==> src/rtl/ctrl_pkg.sv <==
// ctrl_pkg: shared types for the pipelined decode/control block.
//   - RV opcode constants
//   - enums for immediate format, result source, ALU op, ALU A source, forward select
//   - ctrl_t: control bundle carried down the D->E->M->W registers
//   - CTRL_BUBBLE: the all-inactive bundle loaded on reset, flush and stall
package ctrl_pkg;

   localparam logic [6:0] OP_LOAD   = 7'd3;
   localparam logic [6:0] OP_IMM    = 7'd19;
   localparam logic [6:0] OP_IMM32  = 7'd27;
   localparam logic [6:0] OP_JALR   = 7'd103;
   localparam logic [6:0] OP_STORE  = 7'd35;
   localparam logic [6:0] OP_OP     = 7'd51;
   localparam logic [6:0] OP_OP32   = 7'd59;
   localparam logic [6:0] OP_BRANCH = 7'd99;
   localparam logic [6:0] OP_JAL    = 7'd111;
   localparam logic [6:0] OP_AUIPC  = 7'd23;
   localparam logic [6:0] OP_LUI    = 7'd55;

   typedef enum logic [2:0] {IMM_I = 3'b000, IMM_S = 3'b001, IMM_B = 3'b010,
                             IMM_J = 3'b011, IMM_U = 3'b100} imm_src_t;
   typedef enum logic [1:0] {RES_ALU = 2'b00, RES_MEM = 2'b01, RES_PC4 = 2'b10} result_src_t;
   typedef enum logic [1:0] {ALUOP_ADD = 2'b00, ALUOP_SUB = 2'b01, ALUOP_FUNCT = 2'b10} alu_op_t;
   typedef enum logic [1:0] {ASRC_RS1 = 2'b00, ASRC_PC = 2'b01, ASRC_ZERO = 2'b10} a_src_t;
   typedef enum logic [1:0] {FWD_RF = 2'b00, FWD_W = 2'b01, FWD_M = 2'b10} fwd_t;

   typedef struct packed {
      logic        reg_write;
      result_src_t result_src;
      logic        mem_write;
      logic        jump;
      logic        jalr;
      logic        branch;
      logic        alu_src;
      a_src_t      a_src;
      alu_op_t     alu_op;
      logic        is_word;
      logic        illegal;
   } ctrl_t;

   localparam ctrl_t CTRL_BUBBLE = ctrl_t'{1'b0, RES_ALU, 1'b0, 1'b0, 1'b0, 1'b0,
                                           1'b0, ASRC_RS1, ALUOP_ADD, 1'b0, 1'b0};

   // Only loads take their result from memory, so that pair identifies a load.
   function automatic logic is_load(input ctrl_t c);
      return c.reg_write && (c.result_src == RES_MEM);
   endfunction

endpackage

==> src/rtl/ctrl_decode.sv <==
// ctrl_decode: purely combinational opcode -> control bundle.
//   opcode   in   7  instruction[6:0]
//   valid    in   1  0 forces a bubble bundle
//   ctrl     out     decoded ctrl_t
//   imm_src  out     immediate format for the datapath
//   use_rs1  out  1  instruction reads rs1 (feeds load-use detection)
//   use_rs2  out  1  instruction reads rs2
module ctrl_decode
   import ctrl_pkg::*;
#(
   parameter bit RV64 = 1'b1
) (
   input  logic [6:0] opcode,
   input  logic       valid,
   output ctrl_t      ctrl,
   output imm_src_t   imm_src,
   output logic       use_rs1,
   output logic       use_rs2
);

   always_comb begin
      ctrl    = CTRL_BUBBLE;
      imm_src = IMM_I;
      use_rs1 = 1'b0;
      use_rs2 = 1'b0;
      if (valid) begin
         case (opcode)
            OP_LOAD: begin
               ctrl.reg_write = 1'b1; ctrl.result_src = RES_MEM; ctrl.alu_src = 1'b1;
               use_rs1 = 1'b1;
            end
            OP_IMM: begin
               ctrl.reg_write = 1'b1; ctrl.alu_src = 1'b1; ctrl.alu_op = ALUOP_FUNCT;
               use_rs1 = 1'b1;
            end
            OP_IMM32: begin
               if (RV64) begin
                  ctrl.reg_write = 1'b1; ctrl.alu_src = 1'b1; ctrl.alu_op = ALUOP_FUNCT;
                  ctrl.is_word = 1'b1; use_rs1 = 1'b1;
               end else ctrl.illegal = 1'b1;
            end
            OP_JALR: begin
               ctrl.reg_write = 1'b1; ctrl.result_src = RES_PC4; ctrl.jump = 1'b1;
               ctrl.jalr = 1'b1; ctrl.alu_src = 1'b1; use_rs1 = 1'b1;
            end
            OP_STORE: begin
               ctrl.mem_write = 1'b1; ctrl.alu_src = 1'b1; imm_src = IMM_S;
               use_rs1 = 1'b1; use_rs2 = 1'b1;
            end
            OP_OP: begin
               ctrl.reg_write = 1'b1; ctrl.alu_op = ALUOP_FUNCT;
               use_rs1 = 1'b1; use_rs2 = 1'b1;
            end
            OP_OP32: begin
               if (RV64) begin
                  ctrl.reg_write = 1'b1; ctrl.alu_op = ALUOP_FUNCT; ctrl.is_word = 1'b1;
                  use_rs1 = 1'b1; use_rs2 = 1'b1;
               end else ctrl.illegal = 1'b1;
            end
            OP_BRANCH: begin
               ctrl.branch = 1'b1; ctrl.alu_op = ALUOP_SUB; imm_src = IMM_B;
               use_rs1 = 1'b1; use_rs2 = 1'b1;
            end
            OP_JAL: begin
               ctrl.reg_write = 1'b1; ctrl.result_src = RES_PC4; ctrl.jump = 1'b1;
               imm_src = IMM_J;
            end
            OP_AUIPC: begin
               ctrl.reg_write = 1'b1; ctrl.a_src = ASRC_PC; ctrl.alu_src = 1'b1;
               imm_src = IMM_U;
            end
            OP_LUI: begin
               ctrl.reg_write = 1'b1; ctrl.a_src = ASRC_ZERO; ctrl.alu_src = 1'b1;
               imm_src = IMM_U;
            end
            default: ctrl.illegal = 1'b1;
         endcase
      end
   end

endmodule

==> src/rtl/decode_ctrl_pipe.sv <==
// decode_ctrl_pipe: decodes the D-stage instruction and carries its control
// through E/M/W registers, with load-use stall, redirect flush and EX forwarding.
//   clk, rst                         clock, synchronous active-high reset
//   inst_d, valid_d                  instruction in D and its valid flag
//   branch_cond_e                    branch compare result for the E instruction
//   imm_src_d                        immediate format (combinational from D)
//   stall_f, stall_d, flush_d        front-end hold / clear
//   pc_src_e, jalr_e                 redirect and its target select
//   alu_src_e .. is_word_e           E-stage datapath control
//   fwd_a_e, fwd_b_e                 operand forward selects (10 M, 01 W)
//   mem_write_m, funct3_m            M-stage control
//   reg_write_w .. illegal_w         W-stage control
module decode_ctrl_pipe
   import ctrl_pkg::*;
#(
   parameter int XLEN   = 64,
   parameter bit RV64   = 1'b1,
   parameter int REG_AW = 5
) (
   input  logic              clk,
   input  logic              rst,
   input  logic [31:0]       inst_d,
   input  logic              valid_d,
   input  logic              branch_cond_e,
   output logic [2:0]        imm_src_d,
   output logic              stall_f,
   output logic              stall_d,
   output logic              flush_d,
   output logic              pc_src_e,
   output logic              jalr_e,
   output logic              alu_src_e,
   output logic [1:0]        alu_a_src_e,
   output logic [1:0]        alu_op_e,
   output logic [2:0]        funct3_e,
   output logic              funct7b5_e,
   output logic              is_word_e,
   output logic [1:0]        fwd_a_e,
   output logic [1:0]        fwd_b_e,
   output logic              mem_write_m,
   output logic [2:0]        funct3_m,
   output logic              reg_write_w,
   output logic [1:0]        result_src_w,
   output logic [REG_AW-1:0] rd_w,
   output logic              illegal_w
);

   if (XLEN == 32 && RV64) begin : g_bad_cfg
      $error("decode_ctrl_pipe: RV64 word ops need XLEN=64");
   end

   ctrl_t             ctrl_d, ctrl_e;
   imm_src_t          imm_src;
   logic              use_rs1, use_rs2;
   logic [REG_AW-1:0] rd_d, rs1_d, rs2_d;
   logic [REG_AW-1:0] rd_e, rs1_e, rs2_e, rd_m;
   logic              reg_write_m, illegal_m;
   result_src_t       result_src_m;
   logic              lu_hazard, redirect;
   logic              unused_inst;

   assign unused_inst = ^{inst_d[31], inst_d[29:25]};

   ctrl_decode #(.RV64(RV64)) u_dec (
      .opcode (inst_d[6:0]),
      .valid  (valid_d),
      .ctrl   (ctrl_d),
      .imm_src(imm_src),
      .use_rs1(use_rs1),
      .use_rs2(use_rs2)
   );

   assign imm_src_d = imm_src;
   assign rd_d  = REG_AW'(inst_d[11:7]);
   assign rs1_d = REG_AW'(inst_d[19:15]);
   assign rs2_d = REG_AW'(inst_d[24:20]);

   // Hazard unit: both terms look only at current E/D contents.
   assign lu_hazard = is_load(ctrl_e) && (rd_e != '0) &&
                      ((use_rs1 && rs1_d == rd_e) || (use_rs2 && rs2_d == rd_e));
   assign redirect  = ctrl_e.jump || (ctrl_e.branch && branch_cond_e);
   assign pc_src_e  = redirect;
   assign flush_d   = redirect;
   // A redirect overrides the stall: the stalled D instruction is wrong-path anyway.
   assign stall_f   = lu_hazard && !redirect;
   assign stall_d   = lu_hazard && !redirect;

   // D -> E: bubble on reset, redirect or load-use; invalid D carries zeroed fields.
   always_ff @(posedge clk) begin
      if (rst || redirect || lu_hazard || !valid_d) begin
         ctrl_e     <= CTRL_BUBBLE;
         rd_e       <= '0;
         rs1_e      <= '0;
         rs2_e      <= '0;
         funct3_e   <= '0;
         funct7b5_e <= 1'b0;
      end else begin
         ctrl_e     <= ctrl_d;
         rd_e       <= rd_d;
         rs1_e      <= rs1_d;
         rs2_e      <= rs2_d;
         funct3_e   <= inst_d[14:12];
         funct7b5_e <= inst_d[30];
      end
   end

   assign jalr_e      = ctrl_e.jalr;
   assign alu_src_e   = ctrl_e.alu_src;
   assign alu_a_src_e = ctrl_e.a_src;
   assign alu_op_e    = ctrl_e.alu_op;
   assign is_word_e   = ctrl_e.is_word;

   // E -> M -> W advance every cycle, so a stalled load drains.
   always_ff @(posedge clk) begin
      if (rst) begin
         reg_write_m  <= 1'b0;
         result_src_m <= RES_ALU;
         mem_write_m  <= 1'b0;
         illegal_m    <= 1'b0;
         rd_m         <= '0;
         funct3_m     <= '0;
         reg_write_w  <= 1'b0;
         result_src_w <= '0;
         illegal_w    <= 1'b0;
         rd_w         <= '0;
      end else begin
         reg_write_m  <= ctrl_e.reg_write;
         result_src_m <= ctrl_e.result_src;
         mem_write_m  <= ctrl_e.mem_write;
         illegal_m    <= ctrl_e.illegal;
         rd_m         <= rd_e;
         funct3_m     <= funct3_e;
         reg_write_w  <= reg_write_m;
         result_src_w <= result_src_m;
         illegal_w    <= illegal_m;
         rd_w         <= rd_m;
      end
   end

   // Forwarding: M is younger than W so it wins; x0 never forwards.
   always_comb begin
      fwd_a_e = FWD_RF;
      fwd_b_e = FWD_RF;
      if (reg_write_m && rd_m != '0 && rd_m == rs1_e)      fwd_a_e = FWD_M;
      else if (reg_write_w && rd_w != '0 && rd_w == rs1_e) fwd_a_e = FWD_W;
      if (reg_write_m && rd_m != '0 && rd_m == rs2_e)      fwd_b_e = FWD_M;
      else if (reg_write_w && rd_w != '0 && rd_w == rs2_e) fwd_b_e = FWD_W;
   end

endmodule

==> config.mk <==
export PLATFORM = sky130hd
export DESIGN_NAME = decode_ctrl_pipe
export DESIGN_NICKNAME = d
export VERILOG_FILES = /design/src/rtl/ctrl_pkg.sv /design/src/rtl/ctrl_decode.sv /design/src/rtl/decode_ctrl_pipe.sv
export SDC_FILE = /design/constraint.sdc
export NUM_CORES = 1
export LEC_CHECK = 0
export BUFFER_PORTS_ARGS = -buffer_cell sky130_fd_sc_hd__clkbuf_2
export CAP_MARGIN = 20
export CORE_MARGIN = 3
export CORE_UTILIZATION = 50
export CTS_BUF_LIST = sky130_fd_sc_hd__clkbuf_8
export DETAILED_ROUTE_END_ITERATION = 6
export PLACE_DENSITY_LB_ADDON = 0.25
export SETUP_SLACK_MARGIN = 0.15
export SYNTH_ARGS = -nofsm -noshare
export SYNTH_HDL_FRONTEND = slang
export SYNTH_SLANG_ARGS = --single-unit
==> constraint.sdc <==
create_clock -name clk -period 2.7 [get_ports clk]
set_clock_uncertainty 0.15 [all_clocks]
set_input_delay 0 -clock clk [delete_from_list [all_inputs] [get_ports clk]]
set_output_delay 0 -clock clk [all_outputs]
set_load 0.005 [all_outputs]
==> results of run 1 <==
-- worst max-delay path: cells and delay by family --
| family | cells | cell delay [ns] |
|---|---|---|
| buffers and inverters | 4 | 1.46 |
| AOI/OAI and AO/OA | 1 | 0.26 |
| and+or+nand+nor | 4 | 0.78 |
-- registers in the layout, indices dropped and copies added (netlist names), 2 cells and up --
register,flops
rd_e,5
alu_a_src_e,2
ctrl_e,7
rs2_e,5
rs1_e,5
rd_m,5
result_src_m,2
result_src_w,2
rd_w,5
alu_op_e,2
funct3_e,3
funct3_m,3
-- through the flow --
stage / setup slack, ns / instance area (sq um) / power, mW
floorplan: 1.02 / 2210 / 0.935
global placement: 0.718 / 2520 / 0.983
detailed placement: 0.687 / 2520 / 0.985
CTS: 0.233 / 2910 / 1.55
global route: 0.138 / 2930 / 1.60
finish: 0.234 / 2930 / 1.55
-- repair_timing --
item	CTS	global route
hold endpoints to repair	31	0
resized for setup	0	1
endpoints found under the setup margin	0	3
hold buffers	27	0
setup buffers	0	2
-- placed cells by master (no fill, tap or decap), types with 2 or more instances in the layout --
master and count:
sky130_fd_sc_hd__nor2b_1 25, sky130_fd_sc_hd__buf_4 3, sky130_fd_sc_hd__nor3_1 4, sky130_fd_sc_hd__o21ai_1 2
sky130_fd_sc_hd__xor2_1 22, sky130_fd_sc_hd__nand2_1 24, sky130_fd_sc_hd__nor4_1 10, sky130_fd_sc_hd__nor4b_1 2
sky130_fd_sc_hd__nand3_1 6, sky130_fd_sc_hd__nor4_2 2, sky130_fd_sc_hd__dlygate4sd3_1 27, sky130_fd_sc_hd__nand4_1 3
sky130_fd_sc_hd__nor4b_2 2, sky130_fd_sc_hd__dfxtp_1 55, sky130_fd_sc_hd__or4_1 5, sky130_fd_sc_hd__inv_1 2
sky130_fd_sc_hd__xnor2_1 10, sky130_fd_sc_hd__clkbuf_2 64, sky130_fd_sc_hd__nor2_1 24, sky130_fd_sc_hd__clkbuf_8 5
-- where the power goes --
part	switching, mW	internal [mW]
Clock	0.271	0.280
Combinational	0.0724	0.0808
Sequential	0.0156	0.830
-- per-layer routing --
layer	GRT usage, %	wire (um)	part of all wire (%)	vias to the layer above
met1	24.5	2130	43	864
met3	4.71	248	5.0	5
met4	5.94	51	1.0	0
met5	0	0	0	-
met2	34.7	2540	51	56
li1	-	-	-	945
-- cell families after synthesis --
group                  Yosys count  share of synthesized area, %
buffers and inverters           20                          4.92
XOR/XNOR                        32                          12.7
AND/OR/NAND/NOR                114                          28.7
AO/OA/AOI/OAI                   12                          3.91
flip-flops                      55                          49.8
-- cells in the mapped netlist, drive strengths merged --
| cell | number | area (sq um) |
|---|---|---|
| o221ai | 1 | 8.76 |
| o32ai | 1 | 8.76 |
| nand3b | 1 | 7.51 |
| o21a | 1 | 7.51 |
| nor2 | 24 | 90.1 |
| nor4b | 4 | 47.6 |
| xnor2 | 10 | 87.6 |
| nand2 | 24 | 90.1 |
| nor3 | 4 | 20.0 |
| o22a | 1 | 8.76 |
| o21ai | 3 | 15.0 |
| a211oi | 1 | 7.51 |
| or4b | 2 | 20.0 |
| xor2 | 22 | 193 |
| a21o | 1 | 7.51 |
| nor4 | 12 | 87.6 |
| nand4 | 3 | 18.8 |
| clkbuf | 7 | 26.3 |
| a2111oi | 1 | 8.76 |
| or3b | 1 | 8.76 |
| a21oi | 2 | 13.8 |
| buf | 11 | 75.1 |
| nor2b | 25 | 156 |
| nand3 | 6 | 30.0 |
| nor3b | 1 | 7.51 |
| or3 | 1 | 6.26 |
| inv | 2 | 7.51 |
| and3 | 1 | 6.26 |
| or4 | 5 | 37.5 |
| dfxtp | 55 | 1100 |
-- cell type report --
cell class,count,area [sq um]
Inverter,2,7.51
Multi-Input combinational cell,158,1010
Timing Repair Buffer,95,633
Clock buffer,5,68.8
Fill cell,323,1210
Sequential cell,55,1100
Clock inverter,3,46.3
Tap cell,50,62.6
-- how the worst max path moves through the flow --
stage | from | end | cells after the start
floorplan | rd_e[4]$_SDFF_PP0_ | stall_f | 7
global placement | rd_e[2]$_SDFF_PP0_ | stall_d | 7
detailed placement | rd_e[2]$_SDFF_PP0_ | stall_d | 7
CTS | inst_d[3] | ctrl_e[11]$_SDFF_PP0_ | 9
global route | inst_d[5] | ctrl_e[11]$_SDFF_PP0_ | 9
finish | inst_d[5] | ctrl_e[11]$_SDFF_PP0_ | 9
==> summary.md, run 1 <==
The number of placed instances, taps included, is 331. For this run, the register share of the synthesized area comes to 49.8%. The total negative setup slack was 0 ns; the cell depth of the worst hold path was 3. The final number of max-transition violations is 0. In this run the worst hold path is classified as input pin to flip-flop. TritonCTS built the clock tree. The number of global-route vias before repair was 1765. Routability-driven placement finished with a final weighted congestion of 0.849. Startpoint of the most critical register-to-register path: rd_e[1]$_SDFF_PP0_. Nature of the critical path startpoint: an input pin. For the worst slack on hold paths, the log shows 0.0407 ns. The worst setup path is captured at a flip-flop.

The tools report the flop-to-flop setup slack as 0.29 ns. After floorplanning, the core was divided into 23 placement rows. The final hold violation count came out at 0. Headroom to the max-slew limit came out at 66.8%. Summing over every cut layer, the via total after detailed routing is 1870. The die span in x works out to 72.5 um. Setup violations remaining at the end of the flow were counted as 0. The detail route stage leaves a number of antenna-violating nets equal to 0. The antenna diode instance count was 0. The average vias per placed instance was 5.08. For the total detailed-routing wirelength, the log shows 4970 um. Entering global routing, the biggest net connects 26 pins. The H-tree was split into 2 levels. The critical path is of the input pin to flip-flop type.

The synthesized design contains 55 register bits. The tools report the largest voltage drop on the vdd net as 0.327 mV. The tools report the fmax as 406 MHz. For the clock insertion delay at the later pin of the skew report, the log shows 0.30 ns.

The run finished with clean final reports. The number of distinct standard cells referenced by the synthesized netlist was 38. The pre-antenna-repair detailed-routing pass consisted of 4 iterations. A synthesized cell averages 9.49 sq um. The number of warning messages in the yosys log was 0; the initial core utilization was 53.4%. The logs give 2.52 ns for the arrival time of data at the critical path endpoint and 0 for the final global-route overflow total.

For this design, the sink count on the clock tree is 55. The final critical path takes up 91.3% of the cycle. Compared with the post-synthesis result, the final layout area differs by 32.7%. The tools report the data required time at the worst endpoint as 2.75 ns. Counting along the longest clock path gives a buffer depth of 2. The core region is 4140 sq um.

The highest-delay cell along the critical path was sky130_fd_sc_hd__dlygate4sd3_1. The detailed router finished its first iteration with 102 violations. In this run, CTS created clock tree buffers numbering 5.

For this run, the slowest stage of the critical path takes 0.56 ns. Setup repair after global routing left no endpoint under its margin. The synthesized netlist net count was 269. The actual transition at the worst max-transition pin works out to 0.498 ns. Height of the die: 72.5 um. The clock transition at the registers of the reported paths is 0.10 ns, and the wire length of the first global-routing pass is 8130 um. Synthesis produced a netlist whose cell count is 233. In this run the critical register-to-register path is captured at ctrl_e[11]$_SDFF_PP0_. The number of cells on the worst reg-to-reg path is 6. The run gives 3260 um as the HPWL after detailed placement. Global routing used 20.0% of the available tracks.

The tools report the net count of the finished layout as 353. Summed over all cells, the static leakage comes to 1.36 nW. The utilization after layout came out at 70.8%. For this run, the number of standard cells in the final layout without fillers is 368.

The tools report the startpoint of the tightest hold check path as valid_d. The minimum clock period after layout was 2.47 ns. The average wire length per cell after detail routing is 13.5 um. The number of I/O pins came out at 71.

Power density relative to cell area: 528 nW/um^2. Cell area after synthesis: 2210 sq um. Library cell used as clock root buffer: sky130_fd_sc_hd__clkbuf_8. The floorplan step defined a die boundary enclosing 5260 sq um. The tool flagged a number of max-cap violations equal to 0. In this run the worst path has a maximum fanout of 25.

Initial antenna violation count: 0. Port buffering added 64 buffers. Of the cells placed in the final design, the portion with a size suffix greater than 1 is 26.4%. The path with the worst hold slack has its endpoint at ctrl_e[13]$_SDFF_PP0_. Walking the worst path, the cells encountered are dlygate4sd3_1, clkbuf_2, nand4_1, nor4_1, nand4_1, a21oi_4, buf_12, nor4_2, dlygate4sd3_1. After detailed routing, the number of remaining DRC violations is 0.
Power figures use the tool's default switching activity.
==> inputs of run 2 (changes only) <==
CORE_MARGIN = 1.5   (was 3)
==> run 2 against run 1 <==
First-iteration DRC count down 25%. Largest power group unchanged. Clock power barely moved. Highest routed layer unchanged. Critical path depth unchanged. Maximum frequency up 5.0%. Largest cell class unchanged. Setup slack improved by 0.12 ns.
==> summary.md, run 2 (synthesis gave the netlist of run 1 again) <==
Total detailed-routing wirelength: 4830 um. The die span in x is 69.5 um. In the layout the commonest cells are sky130_fd_sc_hd__clkbuf_2, sky130_fd_sc_hd__dfxtp_1, sky130_fd_sc_hd__dlygate4sd3_1, sky130_fd_sc_hd__nor2b_1. After clock tree synthesis, the clock-pin slew on the worst setup and hold paths is 0.10 ns. For this design, the sink count on the clock tree is 55. Pin placement for this block handled 71 I/O pins. The repair_antennas step left the layout with diodes totalling 0. The core region is 4120 sq um. In this run, CTS created clock tree buffers numbering 5.

The startpoint identified for the worst register-to-register timing path is rd_e[1]$_SDFF_PP0_. Dividing the detail-routed wire length by the instance count gives 13.2 um. Critical path capture point type: a flip-flop. In the final design database the tool counted 352 nets. Summed over all failing endpoints, the final setup total negative slack is 0 ns. The nature of the critical path startpoint is an input pin. Setup repair after global routing left no endpoint under its margin.

The final hold violation count was 0; the CTS H-tree depth was 2. TritonCTS built the clock tree. The worst hold path class was input pin to flip-flop. The leakage component of the power was 1.36 nW.

In this run the critical register-to-register path is captured at ctrl_e[11]$_SDFF_PP0_. The HPWL after detailed placement is 3170 um. The setup check on the worst reg-to-reg path leaves a slack of 0.36 ns. The share of cells above drive strength 1 came out at 26.5%.

Counting instances, the worst hold path has a depth of 3. The run gives 0 as the DRC violation count after routing. Dividing total power by cell area gives a power density of 531 nW/um^2. The wire length of the first global-routing pass was 8110 um. The count of antenna-violating nets left after detailed routing is 0. The tools report the area taken by flip-flops and latches as 1100 sq um.

Post-route clock period utilization: 86.9%. The cell repeated most along the worst path is sky130_fd_sc_hd__dlygate4sd3_1. The finished cells cover 2910 sq um. Detailed routing inserted a total of 1852 vias.

The tree is rooted in a sky130_fd_sc_hd__clkbuf_8. Number of setup violations in the final report: 0. For the initial antenna violation count, the log shows 0. The most critical setup path has its startpoint at inst_d[3].

Ranked by flip-flop count, first place goes to ctrl_e. The tools report the largest voltage drop on the vdd net as 0.294 mV. At the later pin of the worst-skew pair, clock insertion delay measures 0.31 ns. The largest stage delay on the critical path came out at 0.55 ns. The flow ran to the end, and the final reports show no timing, DRC or antenna violations. Across every metal layer, demand over resource in global routing totals 20.9%. Counting along the longest clock path gives a buffer depth of 2.

The die area is 4830 sq um. The slowest stage of the critical path is the sky130_fd_sc_hd__dlygate4sd3_1 cell. For the worst setup path, the data arrival time is 2.40 ns.

The logs give 77 for the number of DRC markers in iteration 0 and 1.55 mW for the total chip power. At the worst endpoint, the required time is 2.76 ns. The tightest slew margin relative to the limit was 65.5%. Walking the worst path, the cells encountered are dlygate4sd3_1, clkbuf_2, nor2b_1, a211oi_1, nand4_1, a21oi_2, buf_4, nor4_2, dlygate4sd3_1. Routability-driven placement finished with a final weighted congestion of 0.861. The actual transition at the worst max-transition pin was 0.517 ns. The register with the most flip-flops in the layout has 7 of them. Along the worst path, the maximum fanout reaches 17. Once the floorplan was initialized, standard cells occupied 53.7% of the core.

The number of global-route vias before repair came out at 1787. Port buffering added 64 buffers. The final number of max-transition violations was 0; the number of detailed-routing iterations run before antenna repair was 4. The total placed instance area is 2520 sq um, and the number of fill cells is 317. The area of the multi-input gates was 1010 sq um; the fmax was 426 MHz.

Using the TritonRoute via totals, the vias-per-cell ratio works out to 5.05. Buffers added to address setup during post-CTS repair amount to 0. Counting cells, the worst reg-to-reg path comes to 6. The most common cell after layout, fill and taps aside was sky130_fd_sc_hd__clkbuf_2. The floorplan step set the die height to 69.5 um.

The largest net degree at the start of global routing is 25, and the number of rows in the core area is 23. The start-to-end type of the worst setup path was input pin to flip-flop. The area growth from synthesis to layout is 31.7%.

The final global-route overflow total was 0; the reported max-cap violation count was 0. The minimum clock period after layout was 2.35 ns. In this run the worst setup path terminates at ctrl_e[11]$_SDFF_PP0_.
run 2: changes by cell type in the layout (fill, tap and decap cells not counted):
cell / change
sky130_fd_sc_hd__nor4_1: -1
sky130_fd_sc_hd__a21oi_2: +1
sky130_fd_sc_hd__nor4_2: +1
sky130_fd_sc_hd__a21oi_4: -1
sky130_fd_sc_hd__buf_12: -1
sky130_fd_sc_hd__clkinv_4: +1
sky130_fd_sc_hd__clkinvlp_4: -1
run 2: through the flow:
stage / worst slack (ns) / instances / hold WS (ns) / utilization (%)
6_report: 0.352 / 367 / 0.0430 / 70.8
5_1_grt: 0.179 / 367 / 0.0409 / 70.8
4_1_cts: 0.354 / 367 / 0.0244 / 70.6
3_5_place_dp: 0.856 / 332 / 0.0547 / 61.2
3_3_place_gp: 0.875 / 332 / 0.0510 / 61.2
2_1_floorplan: 1.02 / 233 / -0.0784 / -
run 2: layout make-up:
cell class | count | share of cell area, %
Clock buffer | 5 | 2.36
Sequential cell | 55 | 37.8
Timing Repair Buffer | 94 | 21.0
Multi-Input combinational cell | 158 | 34.8
Tap cell | 50 | 2.15
Inverter | 2 | 0.258
Clock inverter | 3 | 1.63
run 2: timing repair:
action	in CTS	in global routing
hold endpoints to repair	31	0
resized for setup	0	1
setup endpoints to repair	0	1
hold buffers	27	0
run 2: worst min-delay path by stage:
stage | end | slack (ns) | from
floorplan | funct3_m[0]$_SDFF_PP0_ | -0.08 | rst
global placement | funct3_e[1]$_SDFF_PP0_ | 0.05 | inst_d[13]
detailed placement | rd_e[2]$_SDFF_PP0_ | 0.05 | inst_d[9]
CTS | ctrl_e[13]$_SDFF_PP0_ | 0.02 | valid_d
global route | alu_op_e[0]$_SDFF_PP0_ | 0.04 | valid_d
finish | ctrl_e[13]$_SDFF_PP0_ | 0.04 | valid_d
run 2: where the power goes:
| group | switching (mW) | internal, mW |
|---|---|---|
| combinational | 0.0723 | 0.0809 |
| clock | 0.267 | 0.281 |
| sequential | 0.0154 | 0.830 |
| total | 0.355 | 1.19 |
run 2: worst max-delay path: cells and delay by family:
family	cells	cell delay, ns
buffers and inverters	4	1.53
AND/OR/NAND/NOR	3	0.43
AO/OA/AOI/OAI	2	0.44
run 2: layer usage:
metal | share of wire, % | wire [um] | up-vias | track usage [%]
li1 | - | - | 942 | -
met1 | 42 | 2050 | 840 | 25.0
met2 | 50 | 2410 | 60 | 35.7
met3 | 5.3 | 257 | 10 | 5.38
met4 | 2.2 | 108 | 0 | 8.50
met5 | 0 | 0 | - | 0
==> inputs of run 3 (changes only) <==
CTS_BUF_LIST = sky130_fd_sc_hd__clkbuf_4   (was sky130_fd_sc_hd__clkbuf_8)
CTS_CLUSTER_SIZE = 16   (was default)
PLACE_DENSITY = 0.91   (was default)
PLACE_DENSITY_LB_ADDON = default   (was 0.25)
==> run 3 against run 2 <==
Die area stayed put. Setup slack worse by 0.062 ns. Global-route usage is 0.99 points higher. Register-to-register slack worse by 0.07 ns. Maximum frequency is 2.6% lower.
==> summary.md, run 3 (synthesis gave the netlist of run 1 again) <==
Critical path's top delay family: simple AND/OR/NAND/NOR gates. The worst setup path is launched from a flip-flop. The average wire length per cell after detail routing came out at 13.6 um.

The die area was 4830 sq um. The number of vias after detailed routing was 1909; the switching power total was 0.323 mW. The tools report the buffer levels on the longest clock path as 2. The post-route clock period utilization came out at 89.2%. In the final layout, the share of cells above drive strength 1 is 25.4%.

TritonCTS built the clock tree. The combined buffer and inverter count along the critical path is 2. Setup repair after global routing left no endpoint under its margin.

Buffers inserted during clock tree synthesis total 5. The DRC violation count after routing came out at 0. Leaving out fill and tap cells, the most frequent cells in the layout are sky130_fd_sc_hd__clkbuf_2, sky130_fd_sc_hd__dfxtp_1, sky130_fd_sc_hd__dlygate4sd3_1, sky130_fd_sc_hd__nor2b_1. For the fmax, the log shows 415 MHz. For the worst-skew pair, the clock arrives at the later sink with an insertion delay of 0.37 ns. The number of antenna diodes in the final layout is 0. The number of global-route vias before repair is 1833, and the total placed instance area is 2520 sq um. Across all setup checks in the final design, the least slack found is 0.291 ns.

The first global-routing pass estimated 8400 um of wire. The power density relative to cell area was 456 nW/um^2; the internal power was 1.03 mW. The switching share of power is 23.9%. Hold timing on the final database bottoms out at a slack of 0.0849 ns.

Data on the critical path is required at its endpoint by 2.87 ns. Initial core utilization: 53.7%. In this run the remaining antenna-violating nets after routing total 0. The largest stage delay on the critical path is 0.58 ns. The run gives 0 as the final hold violation count. The part of the total power dissipated in the clock network came out at 25.4%. The initial antenna violation count was 0. Walking the worst path, the cells encountered are or4_1, o21ai_1, a21oi_4, buf_12, nor4_1, dlygate4sd3_1. Leaving out fill and tap cells, the most frequent cell in the layout is sky130_fd_sc_hd__clkbuf_2.

The flow ran to the end, and the final reports show no timing, DRC or antenna violations. Counting flops per register, the top entry is ctrl_e. Layout overhead on the synthesized area: 34.1%.

Across all register-to-register paths, the minimum setup slack is 0.29 ns. The tools report the leakage component of the power as 1.39 nW. At the end of the flow, the number of nets in the layout was 362.

Last weighted congestion value of the routability-driven placer: 0.902. The total chip power was 1.35 mW; the minimum clock period after layout was 2.41 ns. After legalization and detailed placement, the total HPWL measured 3330 um. The highest-delay cell along the critical path is sky130_fd_sc_hd__dlygate4sd3_1. Post-place setup slack: 0.708 ns.

The path class of the tightest hold or removal check is input pin to flip-flop. The share of total power dissipated in sequential elements is 62.6%. The number of setup violations in the final report came out at 0.

Counting the fill cells in the layout gives 299. The number of flip-flops under the largest register name is 7. Data on the critical path arrives at its endpoint at 2.58 ns. The area of the multi-input gates was 1010 sq um; the design area was 2970 sq um. Port buffering added 64 buffers. The die span in x works out to 69.5 um. The largest net degree at the start of global routing is 28. The tree built by TritonCTS fans out to 55 sinks. The cell sitting at the root of the clock tree is a sky130_fd_sc_hd__clkbuf_4. Combinational logic is responsible for 12.0% of the overall power. The final number of max-transition violations is 0, and the overall fraction of global-route tracks in use is 21.9%. The final global-route overflow total was 0; the actual transition at the worst max-transition pin was 0.494 ns. The run gives 71 as the number of I/O pins. The H-tree was split into 2 levels.

In the routed layout, each cell is associated on average with a via count of 5.06. The worst setup path is of the flip-flop to flip-flop kind. The clock transition at the registers of the reported paths was 0.14 ns. The run gives 0 as the reported max-cap violation count. The final layout contains routed wiring with a total length of 5120 um. The initialized floorplan defines 23 standard-cell rows. Across the whole layout, storage elements account for 1100 sq um.

For the total negative setup slack, the log shows 0 ns. The tightest slew margin relative to the limit was 67.1%; the number of detailed-routing iterations run before antenna repair was 4. IR analysis of the VDD net gives a maximum drop of 0.282 mV.

The critical path capture point type was a flip-flop. After floorplanning, the core was sized to cover 4120 sq um. In this run the vertical extent of the chip is 69.5 um. The detailed router finished its first iteration with 82 violations.

The maximum net fanout on the critical path came out at 27.
-- run 3: power by group through the flow --
stage                     clock (mW)  combinational (mW)  sequential (mW)
after floorplan                    0              0.0741            0.861
after global routing           0.386               0.178            0.849
after global placement             0               0.118            0.863
after detailed placement           0               0.122            0.864
final                          0.344               0.162            0.846
after CTS                      0.356               0.158            0.846
-- run 3: area by class of cell --
cell class                 instances  share of cell area (%)
clock buffer                       6                    1.52
multi-input combinational        158                    34.2
inverter                           2                   0.253
clock inverter                     2                   0.422
sequential                        55                    37.1
timing repair buffer             104                    24.4
tap                               50                    2.11
-- run 3: per-layer routing --
metal | vias up | wire [um] | share of wire [%] | track usage, %
met3 | 7 | 252 | 4.9 | 5.23
met1 | 876 | 2130 | 42 | 25.5
li1 | 966 | - | - | -
met2 | 60 | 2680 | 52 | 39.5
met4 | 0 | 58 | 1.1 | 6.75
met5 | - | 0 | 0 | 0
-- run 3: tightest hold or removal path, cell delays in order --
cell and delay [ns]:
sky130_fd_sc_hd__clkbuf_2 0.08, sky130_fd_sc_hd__a21o_1 0.19, sky130_fd_sc_hd__or3b_2 0.24, sky130_fd_sc_hd__nor3_1 0.07
-- run 3: path summary, 6_finish.rpt --
check                        start  depth (start not counted)                      to
max             rd_e[1]$_SDFF_PP0_                          6    ctrl_e[9]$_SDFF_PP0_
min                  branch_cond_e                          4   ctrl_e[13]$_SDFF_PP0_
max reg2reg     rd_e[1]$_SDFF_PP0_                          6    ctrl_e[9]$_SDFF_PP0_
min reg2reg  ctrl_e[10]$_SDFF_PP0_                          1  mem_write_m$_SDFF_PP0_
-- run 3: per-stage QoR --
| step | util (%) | instances |
|---|---|---|
| 6_report | 72.1 | 377 |
| 3_3_place_gp | 61.4 | 331 |
| 5_1_grt | 72.1 | 377 |
| 2_1_floorplan | - | 233 |
| 3_5_place_dp | 61.4 | 331 |
| 4_1_cts | 71.5 | 375 |
-- run 3: repair_timing --
action	4_1_cts	5_1_grt
setup buffers	0	2
endpoints found under the setup margin	0	4
gates resized for setup	0	1
hold endpoints to repair	52	0
hold buffers	36	0
